## src/rtl/systolic_skew_stage_if.sv

```systemverilog
// -----------------------------------------------------------------------------
// systolic_skew_stage_if
//
// Bundles the vector handshake and the skewed output bus of
// systolic_skew_stage.
//
// Handshake: a vector transfers on a rising CLK edge where IN_VALID and
// IN_READY are both high. The producer keeps IN_VALID, IN_LAST and IN_DATA
// stable until that edge. IN_READY never depends on IN_VALID. IN_LAST is
// only meaningful on the accepting cycle.
//
// Signals
//   IN_VALID    master->slave  input vector valid
//   IN_READY    slave->master  block accepts a vector this cycle
//   IN_LAST     master->slave  accepted vector closes the tile
//   IN_DATA     master->slave  input vector, lane 0 first
//   OUT_VALID   slave->master  per-lane element valid
//   OUT_LAST    slave->master  per-lane element belongs to the tile's last vector
//   OUT_DATA    slave->master  skewed output vector
//   BUSY        slave->master  FSM is streaming or draining
//   DRAIN_DONE  slave->master  one-cycle pulse once the staircase is empty
//   DBG_STATE   slave->master  raw FSM state (0 IDLE, 1 STREAM, 2 DRAIN)
// -----------------------------------------------------------------------------
interface systolic_skew_stage_if #(
    parameter int DATA_WIDTH = 8,
    parameter int SA_LENGTH  = 16
);
    logic                                 IN_VALID;
    logic                                 IN_READY;
    logic                                 IN_LAST;
    logic [0:SA_LENGTH-1][DATA_WIDTH-1:0] IN_DATA;
    logic [0:SA_LENGTH-1]                 OUT_VALID;
    logic [0:SA_LENGTH-1]                 OUT_LAST;
    logic [0:SA_LENGTH-1][DATA_WIDTH-1:0] OUT_DATA;
    logic                                 BUSY;
    logic                                 DRAIN_DONE;
    logic [1:0]                           DBG_STATE;

    modport master (
        output IN_VALID, IN_LAST, IN_DATA,
        input  IN_READY, OUT_VALID, OUT_LAST, OUT_DATA, BUSY, DRAIN_DONE,
               DBG_STATE
    );

    modport slave (
        input  IN_VALID, IN_LAST, IN_DATA,
        output IN_READY, OUT_VALID, OUT_LAST, OUT_DATA, BUSY, DRAIN_DONE,
               DBG_STATE
    );
endinterface

```

## src/rtl/systolic_skew_stage.sv

```systemverilog
// -----------------------------------------------------------------------------
// systolic_skew_stage
//
// Diagonal skew/deskew buffer for the systolic-array edge. Lane i delays its
// element by d(i) advances: d(i) = i for skew (DESKEW=0), or
// d(i) = SA_LENGTH-1-i for deskew (DESKEW=1). Each element carries
// {valid, last, data}. When the tile's last vector is accepted, the block
// stops accepting input and self-advances SA_LENGTH-1 times. This pushes the
// staircase out. It then pulses DRAIN_DONE.
//
// Ports
//   CLK        rising-edge clock
//   ASYNC_RST  asynchronous active-low reset
//   SYNC_RST   synchronous active-high clear, same effect as ASYNC_RST
//   bus        systolic_skew_stage_if.slave (handshake, outputs, status)
// -----------------------------------------------------------------------------
module systolic_skew_stage #(
    parameter int DATA_WIDTH = 8,
    parameter int SA_LENGTH  = 16,
    parameter int DESKEW     = 0
) (
    input  logic                  CLK,
    input  logic                  ASYNC_RST,
    input  logic                  SYNC_RST,
    systolic_skew_stage_if.slave  bus
);

    localparam int CW = (SA_LENGTH > 1) ? $clog2(SA_LENGTH) : 1;
    localparam int EW = DATA_WIDTH + 2;   // {valid, last, data}

    // DRAIN lasts SA_LENGTH-1 cycles. The counter is loaded one short
    // because the cycle where it reads zero is itself a DRAIN cycle.
    localparam logic [CW-1:0] CNT_LOAD = CW'((SA_LENGTH > 1) ? SA_LENGTH - 2 : 0);

    localparam logic [1:0] ST_IDLE   = 2'd0;
    localparam logic [1:0] ST_STREAM = 2'd1;
    localparam logic [1:0] ST_DRAIN  = 2'd2;

    logic [1:0]    state_q, state_d;
    logic [CW-1:0] cnt_q, cnt_d;
    logic          done_q, done_d;

    logic in_drain;
    logic ready;
    logic accept;
    logic advance;

    always_comb begin
        in_drain = (state_q == ST_DRAIN);
        ready    = !SYNC_RST && !in_drain;
        accept   = bus.IN_VALID && ready;
        // A pending synchronous clear freezes the staircase for this cycle.
        advance  = !SYNC_RST && (accept || in_drain);
    end

    always_comb begin
        state_d = state_q;
        cnt_d   = cnt_q;
        done_d  = 1'b0;
        case (state_q)
            ST_IDLE, ST_STREAM: begin
                if (accept) begin
                    if (bus.IN_LAST) begin
                        if (SA_LENGTH > 1) begin
                            state_d = ST_DRAIN;
                            cnt_d   = CNT_LOAD;
                        end else begin
                            // With a single lane, nothing is left in flight.
                            state_d = ST_IDLE;
                            done_d  = 1'b1;
                        end
                    end else begin
                        state_d = ST_STREAM;
                    end
                end
            end
            ST_DRAIN: begin
                if (cnt_q == '0) begin
                    state_d = ST_IDLE;
                    done_d  = 1'b1;
                end else begin
                    cnt_d = cnt_q - CW'(1);
                end
            end
            default: begin
                state_d = ST_IDLE;
                cnt_d   = '0;
            end
        endcase
    end

    always_ff @(posedge CLK or negedge ASYNC_RST) begin
        if (!ASYNC_RST) begin
            state_q <= ST_IDLE;
            cnt_q   <= '0;
            done_q  <= 1'b0;
        end else if (SYNC_RST) begin
            state_q <= ST_IDLE;
            cnt_q   <= '0;
            done_q  <= 1'b0;
        end else begin
            state_q <= state_d;
            cnt_q   <= cnt_d;
            done_q  <= done_d;
        end
    end

    assign bus.IN_READY   = ready;
    assign bus.BUSY       = (state_q != ST_IDLE);
    assign bus.DRAIN_DONE = done_q;
    assign bus.DBG_STATE  = state_q;

    for (genvar i = 0; i < SA_LENGTH; i++) begin : g_lane
        localparam int D = (DESKEW != 0) ? (SA_LENGTH - 1 - i) : i;

        if (D == 0) begin : g_pass
            assign bus.OUT_DATA[i]  = bus.IN_DATA[i];
            assign bus.OUT_VALID[i] = accept;
            assign bus.OUT_LAST[i]  = accept & bus.IN_LAST;
        end else begin : g_chain
            logic [EW-1:0] chain_q [0:D-1];
            logic [EW-1:0] head_d;

            // During drain bubbles, accept is low. The head then loads
            // {0,0,0}, so stale input data never enters the staircase.
            assign head_d = {accept, accept & bus.IN_LAST,
                             accept ? bus.IN_DATA[i] : {DATA_WIDTH{1'b0}}};

            always_ff @(posedge CLK or negedge ASYNC_RST) begin
                if (!ASYNC_RST) begin
                    for (int k = 0; k < D; k++) chain_q[k] <= '0;
                end else if (SYNC_RST) begin
                    for (int k = 0; k < D; k++) chain_q[k] <= '0;
                end else if (advance) begin
                    chain_q[0] <= head_d;
                    for (int k = 1; k < D; k++) chain_q[k] <= chain_q[k-1];
                end
            end

            // Tail data stays visible between advances. Valid and last are
            // qualified so an element is presented exactly once.
            assign bus.OUT_DATA[i]  = chain_q[D-1][DATA_WIDTH-1:0];
            assign bus.OUT_VALID[i] = chain_q[D-1][EW-1] & advance;
            assign bus.OUT_LAST[i]  = chain_q[D-1][EW-2] & advance;
        end
    end

endmodule
```

## src/flat_wrapper.sv

```systemverilog
// flat-port wrapper written by rule: the top's interface ports become plain ports
module systolic_skew_stage_flat 
#(
    parameter int DATA_WIDTH = 8,
    parameter int SA_LENGTH  = 16,
    parameter int DESKEW     = 0
)
  (CLK, ASYNC_RST, SYNC_RST, bus_IN_VALID, bus_IN_LAST, bus_IN_DATA, bus_IN_READY, bus_OUT_VALID, bus_OUT_LAST, bus_OUT_DATA, bus_BUSY, bus_DRAIN_DONE, bus_DBG_STATE);
  systolic_skew_stage_if #(.DATA_WIDTH(DATA_WIDTH), .SA_LENGTH(SA_LENGTH)) bus_i ();
  input  logic CLK;
  input  logic ASYNC_RST;
  input  logic SYNC_RST;
  input wire logic [$bits(bus_i.IN_VALID)-1:0] bus_IN_VALID;
  input wire logic [$bits(bus_i.IN_LAST)-1:0] bus_IN_LAST;
  input wire logic [$bits(bus_i.IN_DATA)-1:0] bus_IN_DATA;
  output wire logic [$bits(bus_i.IN_READY)-1:0] bus_IN_READY;
  output wire logic [$bits(bus_i.OUT_VALID)-1:0] bus_OUT_VALID;
  output wire logic [$bits(bus_i.OUT_LAST)-1:0] bus_OUT_LAST;
  output wire logic [$bits(bus_i.OUT_DATA)-1:0] bus_OUT_DATA;
  output wire logic [$bits(bus_i.BUSY)-1:0] bus_BUSY;
  output wire logic [$bits(bus_i.DRAIN_DONE)-1:0] bus_DRAIN_DONE;
  output wire logic [$bits(bus_i.DBG_STATE)-1:0] bus_DBG_STATE;
  assign bus_i.IN_VALID = bus_IN_VALID;
  assign bus_i.IN_LAST = bus_IN_LAST;
  assign bus_i.IN_DATA = bus_IN_DATA;
  assign bus_IN_READY = bus_i.IN_READY;
  assign bus_OUT_VALID = bus_i.OUT_VALID;
  assign bus_OUT_LAST = bus_i.OUT_LAST;
  assign bus_OUT_DATA = bus_i.OUT_DATA;
  assign bus_BUSY = bus_i.BUSY;
  assign bus_DRAIN_DONE = bus_i.DRAIN_DONE;
  assign bus_DBG_STATE = bus_i.DBG_STATE;
  systolic_skew_stage #(.DATA_WIDTH(DATA_WIDTH), .SA_LENGTH(SA_LENGTH), .DESKEW(DESKEW)) u_core (.CLK(CLK), .ASYNC_RST(ASYNC_RST), .SYNC_RST(SYNC_RST), .bus(bus_i));
endmodule
```

## config.mk

```make
export PLATFORM = sky130hd
export DESIGN_NAME = systolic_skew_stage_flat
export DESIGN_NICKNAME = d
export VERILOG_FILES = /design/src/rtl/systolic_skew_stage_if.sv /design/src/rtl/systolic_skew_stage.sv /design/src/flat_wrapper.sv
export SDC_FILE = /design/constraint.sdc
export NUM_CORES = 1
export LEC_CHECK = 0
export CORE_MARGIN = 2
export CORE_UTILIZATION = 25
export CTS_CLUSTER_DIAMETER = 40
export DETAILED_ROUTE_END_ITERATION = 8
export PLACE_DENSITY_LB_ADDON = 0.12
export SETUP_SLACK_MARGIN = 0.2
export SYNTH_ARGS = -nofsm -noshare
export SYNTH_HDL_FRONTEND = slang
export SYNTH_SLANG_ARGS = --single-unit
```

## constraint.sdc

```tcl
create_clock -name CLK -period 2.7 [get_ports CLK]
set_input_delay 0.54 -clock CLK [delete_from_list [all_inputs] [get_ports CLK]]
set_output_delay 0.54 -clock CLK [all_outputs]
set_load 0.05 [all_outputs]
```

=== Word-level counts from Yosys, hierarchy flattened ===
Index checks and enable logic that the tools add are counted.
W data, S select, Z words.

* RAM bits: 0
* Bits in registers: 1207
* Latch bits: 0
* Output and inout bits: 165
* Memory bits (read-only): 0
* Word-level logic and storage cells: 232
* Memories kept: 0
* Bits of input ports: 133

* Equality and inequality tests: 6
* Bitwise gates (word level): 31
* Multiply operators: 0
* Divide/modulo/power cells: 0
* Mux-type cells: 58
* $add $sub $neg: 1
* Reductions and logical operators: 13
* Shifts and indexed selects: 0
* Magnitude comparators: 0

{| class="wikitable"
|+ Operators with widths
! operator !! count
|-
| $mux W150 || 2
|-
| $mux W140 || 2
|-
| $mux W130 || 2
|-
| $mux W120 || 2
|-
| $mux W110 || 2
|-
| $mux W100 || 2
|-
| $mux W90 || 2
|-
| $mux W80 || 2
|-
| $mux W70 || 2
|-
| $mux W60 || 2
|-
| $mux W8 || 15
|-
| $mux W50 || 2
|-
| $mux W40 || 2
|-
| $mux W30 || 2
|-
| $mux W20 || 2
|-
| $and A1 B1 Y1 || 31
|-
| $mux W10 || 2
|-
| $mux W4 || 4
|-
| $ne A3 B3 Y1 const B || 3
|-
| $mux W2 || 4
|-
| $pmux W4 S2 || 1
|-
| $logic_not A4 Y1 || 1
|-
| $pmux W2 S2 || 1
|-
| $reduce_bool A2 Y1 || 2
|-
| 12 further kinds || 17
|}

=== Logic depth before layout (Yosys ltp) ===
* Depth after elaboration: 8
* Gate-level depth with buffers: 8
* Depth with buffers taken out: 5

=== Worst setup path after synthesis ===
OpenSTA, ideal clock, no wires.

* Path kind: reg-to-output
* From: register u_core.state_q[0], in the netlist u_core.bus.DBG_STATE[0]
* To: output bus_OUT_LAST[15]
* Setup slack: 0.038 ns
* Path buffers: 3
* Stages on the path, launching flop included: 7
* Arrival: 2.122 ns
* Required time: 2.160 ns
* Cell sequence: dfrtp_1 > nand2b_2 > nand2b_1 > buf_2 > buf_2 > buf_2 > nor2_1

* Word-level cells in the longest chain between the ends: 5

{| class="wikitable"
|+ Ends and longest elaborated chain
! what !! line !! text
|-
| start, declared || systolic_skew_stage.sv:39 || <nowiki>logic [1:0] state_q, state_d;</nowiki>
|-
| start signal, assigned || systolic_skew_stage.sv:102 || <nowiki>state_q <= state_d;</nowiki>
|-
| $eq A2 B2 Y1 || systolic_skew_stage.sv:49 || <nowiki>in_drain = (state_q == ST_DRAIN);</nowiki>
|-
| $logic_not A1 Y1 || systolic_skew_stage.sv:50 || <nowiki>ready = !SYNC_RST && !in_drain;</nowiki>
|-
| $logic_and A1 B1 Y1 || systolic_skew_stage.sv:50 ||
|-
| $logic_and A1 B1 Y1 || systolic_skew_stage.sv:51 || <nowiki>accept = bus.IN_VALID && ready;</nowiki>
|-
| $and A1 B1 Y1 || systolic_skew_stage.sv:119 || <nowiki>assign bus.OUT_LAST[i] = accept & bus.IN_LAST;</nowiki>
|-
| end, declared || flat_wrapper.sv:18 || <nowiki>output wire logic [$bits(bus_i.OUT_LAST)-1:0] bus_OUT_LAST;</nowiki>
|}

No other way between the ends.

=== Worst setup path in the final report ===
* From: register u_core.state_q[0], in the netlist u_core.bus.DBG_STATE[0]
* To: output bus_OUT_LAST[10]

* Word-level cells in the longest chain between the ends: 7

{| class="wikitable"
|+ Ends and longest elaborated chain
! what !! line !! text
|-
| $eq A2 B2 Y1 (*) || systolic_skew_stage.sv:49 ||
|-
| $logic_not A1 Y1 || systolic_skew_stage.sv:50 ||
|-
| $logic_and A1 B1 Y1 || systolic_skew_stage.sv:50 ||
|-
| $logic_and A1 B1 Y1 || systolic_skew_stage.sv:51 ||
|-
| $logic_or A1 B1 Y1 (*) || systolic_skew_stage.sv:53 || <nowiki>advance = !SYNC_RST && (accept || in_drain);</nowiki>
|-
| $logic_and A1 B1 Y1 (*) || systolic_skew_stage.sv:53 ||
|-
| $and A1 B1 Y1 (*) || systolic_skew_stage.sv:144 || <nowiki>assign bus.OUT_LAST[i] = chain_q[D-1][EW-2] & advance;</nowiki>
|}

Every way passes the cells marked *; elsewhere a longest branch is shown, timed or not.

==> qor.csv <==
stage,metric,value,unit
clock_network,Clock Latency Late Sink,0.78,ns
sta,period utilization,98.3,%
synthesis,post-synthesis register bit count,997,
min_path,worst hold path type,in2reg,
detailed_routing,DRC errors left,0,
pwr,Sw Share,23.8,%
synthesis,sequential area share after synthesis,67.9,%
synthesis,Post-synth EDFFs,0,
global_route,gr usage total,12.6,%
sta,relative slew slack,49.6,%
layout,share of cells above drive strength 1,18.0,%
sta,final hold vios,0,
layout,Util after Layout,33.0,%
synthesis,commonest cells in the netlist,"997 x dfrtp_1, 868 x a22o_1, 191 x buf_2",
die,IO Count,298,
setup_path,Crit-path slowest cell,dfrtp_2,
setup_path,critical path's top delay family,buffers and inverters,
place,placed instance count,4485,
sta,clock skew,0.0201,ns
global_route,global-route wire length before repair,148000,um
sta,Fmax,377,MHz
flow_run,max_cap viols,0,
setup_path,worst path arrival time,2.11,ns
setup_path,"setup slack, reg-to-reg",0.55,ns
pwr,combinational power share,4.9,%
synthesis,Synth area leader,dfrtp_1,
detailed_routing,drt initial violations,1449,
clock_network,clk root buf,clkbuf_16,
clock_network,TritonCTS clock tree,yes,
die,Starting Density,25.2,%
pwr,power after layout,40.1,mW
synthesis,Synth cell types,37,
pwr,static leakage,23.3,nW
setup_path,CP required,2.16,ns
setup_path,CP Launch Type,register,
sta,Final Slew Violations,0,
sta,total negative slack,0,ns
synthesis,ys flop type,dfrtp_1,
synthesis,syn nets,2661,
detailed_routing,routed wire length per instance,19.4,um
layout,final std cells w/o fill,4834,
synthesis,area of the mapped netlist,36700,um2
clock_network,Sink Count,997,
global_route,initial antenna violation count,10,
layout,final-stage net count,2899,
setup_path,worst path bufs/invs,3,
global_route,grt total ovfl,0,
clock_network,maximum clock path buffer count,3,
place,number of port buffers,281,
pwr,Clk pwr share,56.8,%
clock_network,cts bufs inserted,178,
setup_path,Setup Crit Path Kind,reg2out,
detailed_routing,post-route ant nets,0,
clock_network,Max H-tree Level,4,
place,pre-CTS setup slack,0.155,ns
setup_path,Max stage delay on crit path,0.40,ns
synthesis,Synth top area share,67.9,%
place,GPL Wtd Cong,0.714,
die,Die W,387,um
detailed_routing,drt total wl,93600,um
layout,area grow syn2layout,30.9,%
detailed_routing,TritonRoute pass-1 iters,5,
clock_network,clock transition at the registers of the reported paths,0.05,ns
sta,pin slew with the least headroom to its limit,0.760,ns
synthesis,Syn Inst Count,2526,
pwr,Sequential Power Share,38.3,%
setup_path,Crit. End Element,output port,
synthesis,synth top area cells,"dfrtp_1 68%, a22o_1 21%, mux2i_1 3.3%",
die,Die ar.,150000,um2
global_route,vias in the first global route,23700,
die,Die Ht,387,um
sta,RSZ-0062 raised after global routing,true,
place,Area after DPL,41700,um2
setup_path,most frequent CP cell,buf_12,
pwr,Max VDD drop,553,uV
sta,WHS,0.109,ns
setup_path,maximum fanout along the worst path,6,
sta,min Tclk post-route,2.65,ns
setup_path,critical path cell sequence,nand2b_4 > a21oi_4 > buf_12 > buf_12 > and2_4 > buf_12,
pwr,PD cells,835,nW/um2
place,DP HPWL,58700,um
pwr,Int Power,30.6,mW
layout,Final Cell Area,48100,um2
sta,final setup margin,0.0451,ns
die,Rows,140,
pwr,Switch Pwr,9.54,mW
die,total core area,146000,um2
outcome,outcome,finished clean,
detailed_routing,vias post-DR,22100,
synthesis,yosys warns,0,
detailed_routing,Vias per Instance,4.58,
synthesis,ys async rst share,100,%
sta,Setup Viol. Count Final,0,
global_route,largest net degree at the start of global routing,106,
synthesis,Syn Area/Cell,14.5,um2
synthesis,"count leader, synth",dfrtp_1,
==> path summary, 6_finish.rpt <==
| check | from | to | depth (start not counted) |
|---|---|---|---|
| max reg2reg | u_core.bus.DBG_STATE[0] | u_core.bus.OUT_DATA[85] | 8 |
| max in group asynchronous | ASYNC_RST | u_core.bus.DBG_STATE[1] | 3 |
| max | u_core.bus.DBG_STATE[0] | bus_OUT_LAST[10] | 6 |
| min | bus_IN_VALID | u_core.g_lane[8].g_chain.chain_q[78] | 4 |
| min in group asynchronous | ASYNC_RST | u_core.g_lane[5].g_chain.chain_q[42] | 2 |
| min reg2reg | u_core.bus.OUT_DATA[34] | u_core.bus.OUT_DATA[34] | 1 |
==> cells by family (layout without fill, tap and decap cells) <==
logic type      count (synthesis)  in the layout  share of synthesized area, %
mux                           120            120                          3.27
simple gates                  177            177                          2.19
xor+xnor                        1              1                        0.0238
flops                         997            997                          67.9
other cells                     0              2                             0
fa+ha+maj                       2              2                        0.0681
buf+inv                       351            740                          5.60
compound gates                878            878                          20.9
==> power groups by stage <==
stage                     clock [mW]  sequential, mW  combinational, mW
after floorplan                    0            15.6              0.992
after global placement             0            15.6               1.94
after detailed placement           0            15.6               1.98
after CTS                       23.5            15.4               2.02
after global routing            24.3            15.4               2.18
final                           22.8            15.4               1.96
==> sequential cells by signal, indices dropped and copies added, names as in the netlist <==
register and cells:
u_core.g_lane.g_chain.chain_q 878, u_core.bus.OUT_DATA 112, u_core.cnt_q 4, u_core.bus.DBG_STATE 2, u_core.bus.DRAIN_DONE 1
==> worst register-to-register path, delay by kind of cell, from the launching register on <==
| family | cells | cell delay [ns] |
|---|---|---|
| AO/OA/AOI/OAI | 2 | 0.36 |
| buffers and inverters | 5 | 1.17 |
| flip-flops | 1 | 0.40 |
| AND/OR/NAND/NOR | 1 | 0.15 |
==> layer usage <==
metal / GRT usage (%) / vias to the layer above / wire [um]
met5: 0 / - / 69
met4: 4.32 / 10 / 2170
met3: 4.10 / 169 / 5910
met2: 18.6 / 475 / 42000
met1: 17.2 / 11500 / 43500
li1: - / 9990 / -
==> cells in the final DEF, fill, tap and decap left out, types with 2 or more instances in the layout <==
cell type,n
dfrtp_1,995
a22o_1,868
clkbuf_16,181
nor2_1,126
clkdlybuf4s50_1,122
mux2i_1,120
dlygate4sd2_1,109
buf_12,85
buf_4,76
clkbuf_8,31
and2_4,30
clkinvlp_4,21
inv_6,20
clkinv_2,20
clkbuf_1,19
bufinv_16,15
clkinv_4,14
inv_16,5
inv_1,3
nor3_1,3
clkinv_8,3
diode_2,2
nand2b_4,2
nand2_1,2
ha_1,2
clkinv_16,2
buf_16,2
clkbuf_2,2
clkdlybuf4s15_1,2
buf_6,2
dfrtp_2,2
==> area by class of cell <==
type	instances	area, um2
antenna	2	5.00
clock buffer	230	5010
inverter	4	15.0
timing repair buffer	405	4630
clock inverter	101	1230
fill	14100	97700
tap	1917	2400
sequential	997	25000
multi-input combinational	1178	9820
==> repair_timing <==
item | 4_1_cts | 5_1_grt
hold buffers | 1 | 0
setup endpoints to repair | 147 | 35
resized for setup | 160 | 6
pin swaps | 2 | 0
buffers inserted | 11 | 2
endpoints found under the hold margin | 42 | 0
gates cloned | 2 | 0
No activity file was read; power rests on OpenSTA's default activity.
==> variant (config.mk and constraints unchanged) <==
`SA_LENGTH` is set to 16 in 3 places; all go to 8.
--- a/src/rtl/systolic_skew_stage_if.sv
+++ b/src/rtl/systolic_skew_stage_if.sv
@@ -23,7 +23,7 @@
 // -----------------------------------------------------------------------------
 interface systolic_skew_stage_if #(
     parameter int DATA_WIDTH = 8,
-    parameter int SA_LENGTH  = 16
+    parameter int SA_LENGTH  = 8
 );
     logic                                 IN_VALID;
     logic                                 IN_READY;
--- a/src/rtl/systolic_skew_stage.sv
+++ b/src/rtl/systolic_skew_stage.sv
@@ -16,7 +16,7 @@
 // -----------------------------------------------------------------------------
 module systolic_skew_stage #(
     parameter int DATA_WIDTH = 8,
-    parameter int SA_LENGTH  = 16,
+    parameter int SA_LENGTH  = 8,
     parameter int DESKEW     = 0
 ) (
     input  logic                  CLK,
--- a/src/flat_wrapper.sv
+++ b/src/flat_wrapper.sv
@@ -2,7 +2,7 @@
 module systolic_skew_stage_flat 
 #(
     parameter int DATA_WIDTH = 8,
-    parameter int SA_LENGTH  = 16,
+    parameter int SA_LENGTH  = 8,
     parameter int DESKEW     = 0
 )
   (CLK, ASYNC_RST, SYNC_RST, bus_IN_VALID, bus_IN_LAST, bus_IN_DATA, bus_IN_READY, bus_OUT_VALID, bus_OUT_LAST, bus_OUT_DATA, bus_BUSY, bus_DRAIN_DONE, bus_DBG_STATE);
Interface: changed (resized bus_IN_DATA, bus_OUT_DATA, bus_OUT_LAST and bus_OUT_VALID); port bits go from 298 to 154. The function was not compared with the original's and may differ.
==> variant against the original RTL <==
- area after synthesis is 74% lower
- final area fell by 73%
- setup slack improved by 0.23 ns
- clock skew grew 0.0028 ns
- global-route usage decreased by 0.26 points
- sequential cell count shrank 753
- power decreased by 75%
- routed wire length decreased by 75%
- largest cell class unchanged
- highest routed layer is now met4
==> variant: results (changes against the original RTL) <==
<table>
<tr><th>Metric</th><th>Value</th></tr>
<tr><th colspan="2">Logic synthesis</th></tr>
<tr><td>Synth top cells by count</td><td>sky130_fd_sc_hd__dfrtp_1 (244), sky130_fd_sc_hd__a22o_1 (180), sky130_fd_sc_hd__buf_4 (65) (was sky130_fd_sc_hd__dfrtp_1 (997), sky130_fd_sc_hd__a22o_1 (868), sky130_fd_sc_hd__buf_2 (191))</td></tr>
<tr><td>Synthesized netlist net count</td><td>780 (was 2661)</td></tr>
<tr><td>Largest cells by area after synthesis</td><td>sky130_fd_sc_hd__dfrtp_1 (64%), sky130_fd_sc_hd__a22o_1 (16%), sky130_fd_sc_hd__mux2i_1 (5.8%), sky130_fd_sc_hd__buf_4 (5.1%), sky130_fd_sc_hd__nor2_1 (2.5%) (was sky130_fd_sc_hd__dfrtp_1 (68%), sky130_fd_sc_hd__a22o_1 (21%), sky130_fd_sc_hd__mux2i_1 (3.3%), sky130_fd_sc_hd__buf_4 (2.7%), sky130_fd_sc_hd__buf_2 (2.6%))</td></tr>
<tr><th colspan="2">GRT</th></tr>
<tr><td>Maximum number of pins on one net before global-route repair</td><td>66 (was 106)</td></tr>
<tr><td>Via count of the first global-routing pass</td><td>6334 (was 23690)</td></tr>
<tr><td>Number of antenna violations at the first check in global routing</td><td>0 (was 10)</td></tr>
<tr><th colspan="2">Cells and area</th></tr>
<tr><td>Number of flip-flops under the largest register name</td><td>190 (was 878)</td></tr>
<tr><td>Share of post-route cells with drive strength above 1</td><td>0.1699 (was 0.1801)</td></tr>
<tr><td>Final-stage net count</td><td>869 (was 2899)</td></tr>
<tr><td>Count of fill cells added during filler insertion</td><td>3696 (was 14100)</td></tr>
<tr><th colspan="2">Placed design</th></tr>
<tr><td>Gp weighted congestion</td><td>0.7729 (was 0.7137)</td></tr>
<tr><td>Port Buffers</td><td>137 (was 281)</td></tr>
<tr><th colspan="2">STA</th></tr>
<tr><td>Worst setup skew after layout</td><td>0.02287 ns (was 0.02007 ns)</td></tr>
<tr><th colspan="2">CTS</th></tr>
<tr><td>Cts bufs inserted</td><td>43 (was 178)</td></tr>
<tr><th colspan="2">Routing</th></tr>
<tr><td>Number of search-and-repair iterations in the first detailed-routing pass</td><td>4 (was 5)</td></tr>
<tr><th colspan="2">Worst setup path</th></tr>
<tr><td>Cell count of the worst reg-to-reg path</td><td>5 (was 8)</td></tr>
<tr><td>CP max-delay cell</td><td>sky130_fd_sc_hd__dfrtp_1 (was sky130_fd_sc_hd__dfrtp_2)</td></tr>
<tr><td>Worst reg2reg setup slack</td><td>0.84 ns (was 0.55 ns)</td></tr>
<tr><th colspan="2">Outcome</th></tr>
<tr><td>Run status</td><td>finished clean (unchanged)</td></tr>
<tr><th colspan="2">Worst hold path</th></tr>
<tr><td>Cells on Worst Hold Path</td><td>3 (was 4)</td></tr>
</table>
## variant: timing repair
action                                  in CTS  in global routing
resized for setup                            8                  2
endpoints found under the hold margin       58                  0
buffers inserted                             0                  1
gates cloned                                 1                  1
hold buffers                                 1                  0
endpoints found under the setup margin      17                 13
## variant: how the worst max path moves through the flow
stage               slack, ns                to                    start
floorplan                0.21   bus_OUT_LAST[7]  u_core.bus.DBG_STATE[0]
global placement         0.24   bus_OUT_LAST[4]                 SYNC_RST
detailed placement       0.23   bus_OUT_LAST[4]                 SYNC_RST
CTS                      0.19  bus_OUT_VALID[0]  u_core.bus.DBG_STATE[0]
global route             0.18  bus_OUT_VALID[0]  u_core.bus.DBG_STATE[0]
finish                   0.28  bus_OUT_VALID[1]  u_core.bus.DBG_STATE[0]
## variant: cells by family after synthesis
group	share of synthesized area
flip-flops	0.6369
AO/OA/AOI/OAI	0.1724
buffers and inverters	0.08862
AND/OR/NAND/NOR	0.04098
multiplexers	0.05847
adder cells (fa/ha/maj)	0.002610
## variant: metal layers
layer | GRT usage | share of wire | vias to the layer above
li1 | - | - | 2714
met1 | 0.1701 | 0.48 | 3075
met2 | 0.1804 | 0.44 | 162
met3 | 0.02991 | 0.055 | 44
met4 | 0.05871 | 0.028 | 0
met5 | 0 | 0 | -
## variant: stage by stage
stage | setup slack (ns) | hold slack (ns) | power (mW) | cells
after floorplan | 0.2085 | 0.2444 | 4.315 | 709
after global placement | 0.2449 | 0.4811 | 4.579 | 1260
after detailed placement | 0.2349 | 0.4747 | 4.597 | 1260
after CTS | 0.1941 | 0.3936 | 10.24 | 1339
after global routing | 0.1801 | 0.4296 | 10.47 | 1341
final | 0.2757 | 0.4480 | 10.05 | 1342
## variant: area by class of cell
type / count / area, um2 / area share
timing repair buffer: 163 / 1810 / 0.1419
clock inverter: 26 / 312.8 / 0.02451
antenna: 1 / 2.502 / 0.0001961
inverter: 7 / 26.28 / 0.002059
tap: 511 / 639.4 / 0.05010
sequential: 244 / 6107 / 0.4785
multi-input combinational: 339 / 2696 / 0.2113
clock buffer: 51 / 1167 / 0.09147
## variant: where the power goes
group | leakage (nW) | switching [mW] | internal [mW] | total [mW]
clock | 0.721 | 1.98 | 3.53 | 5.51
combinational | 1.89 | 0.429 | 0.277 | 0.706
sequential | 3.36 | 0.0666 | 3.77 | 3.83
total | 5.97 | 2.48 | 7.57 | 10.0
## variant: critical path: cells and delay by family, from the launching register on
| family | cells | cell delay [ns] |
|---|---|---|
| simple gates | 2 | 0.48 |
| compound gates | 1 | 0.25 |
| flops | 1 | 0.46 |
| buf+inv | 1 | 0.15 |
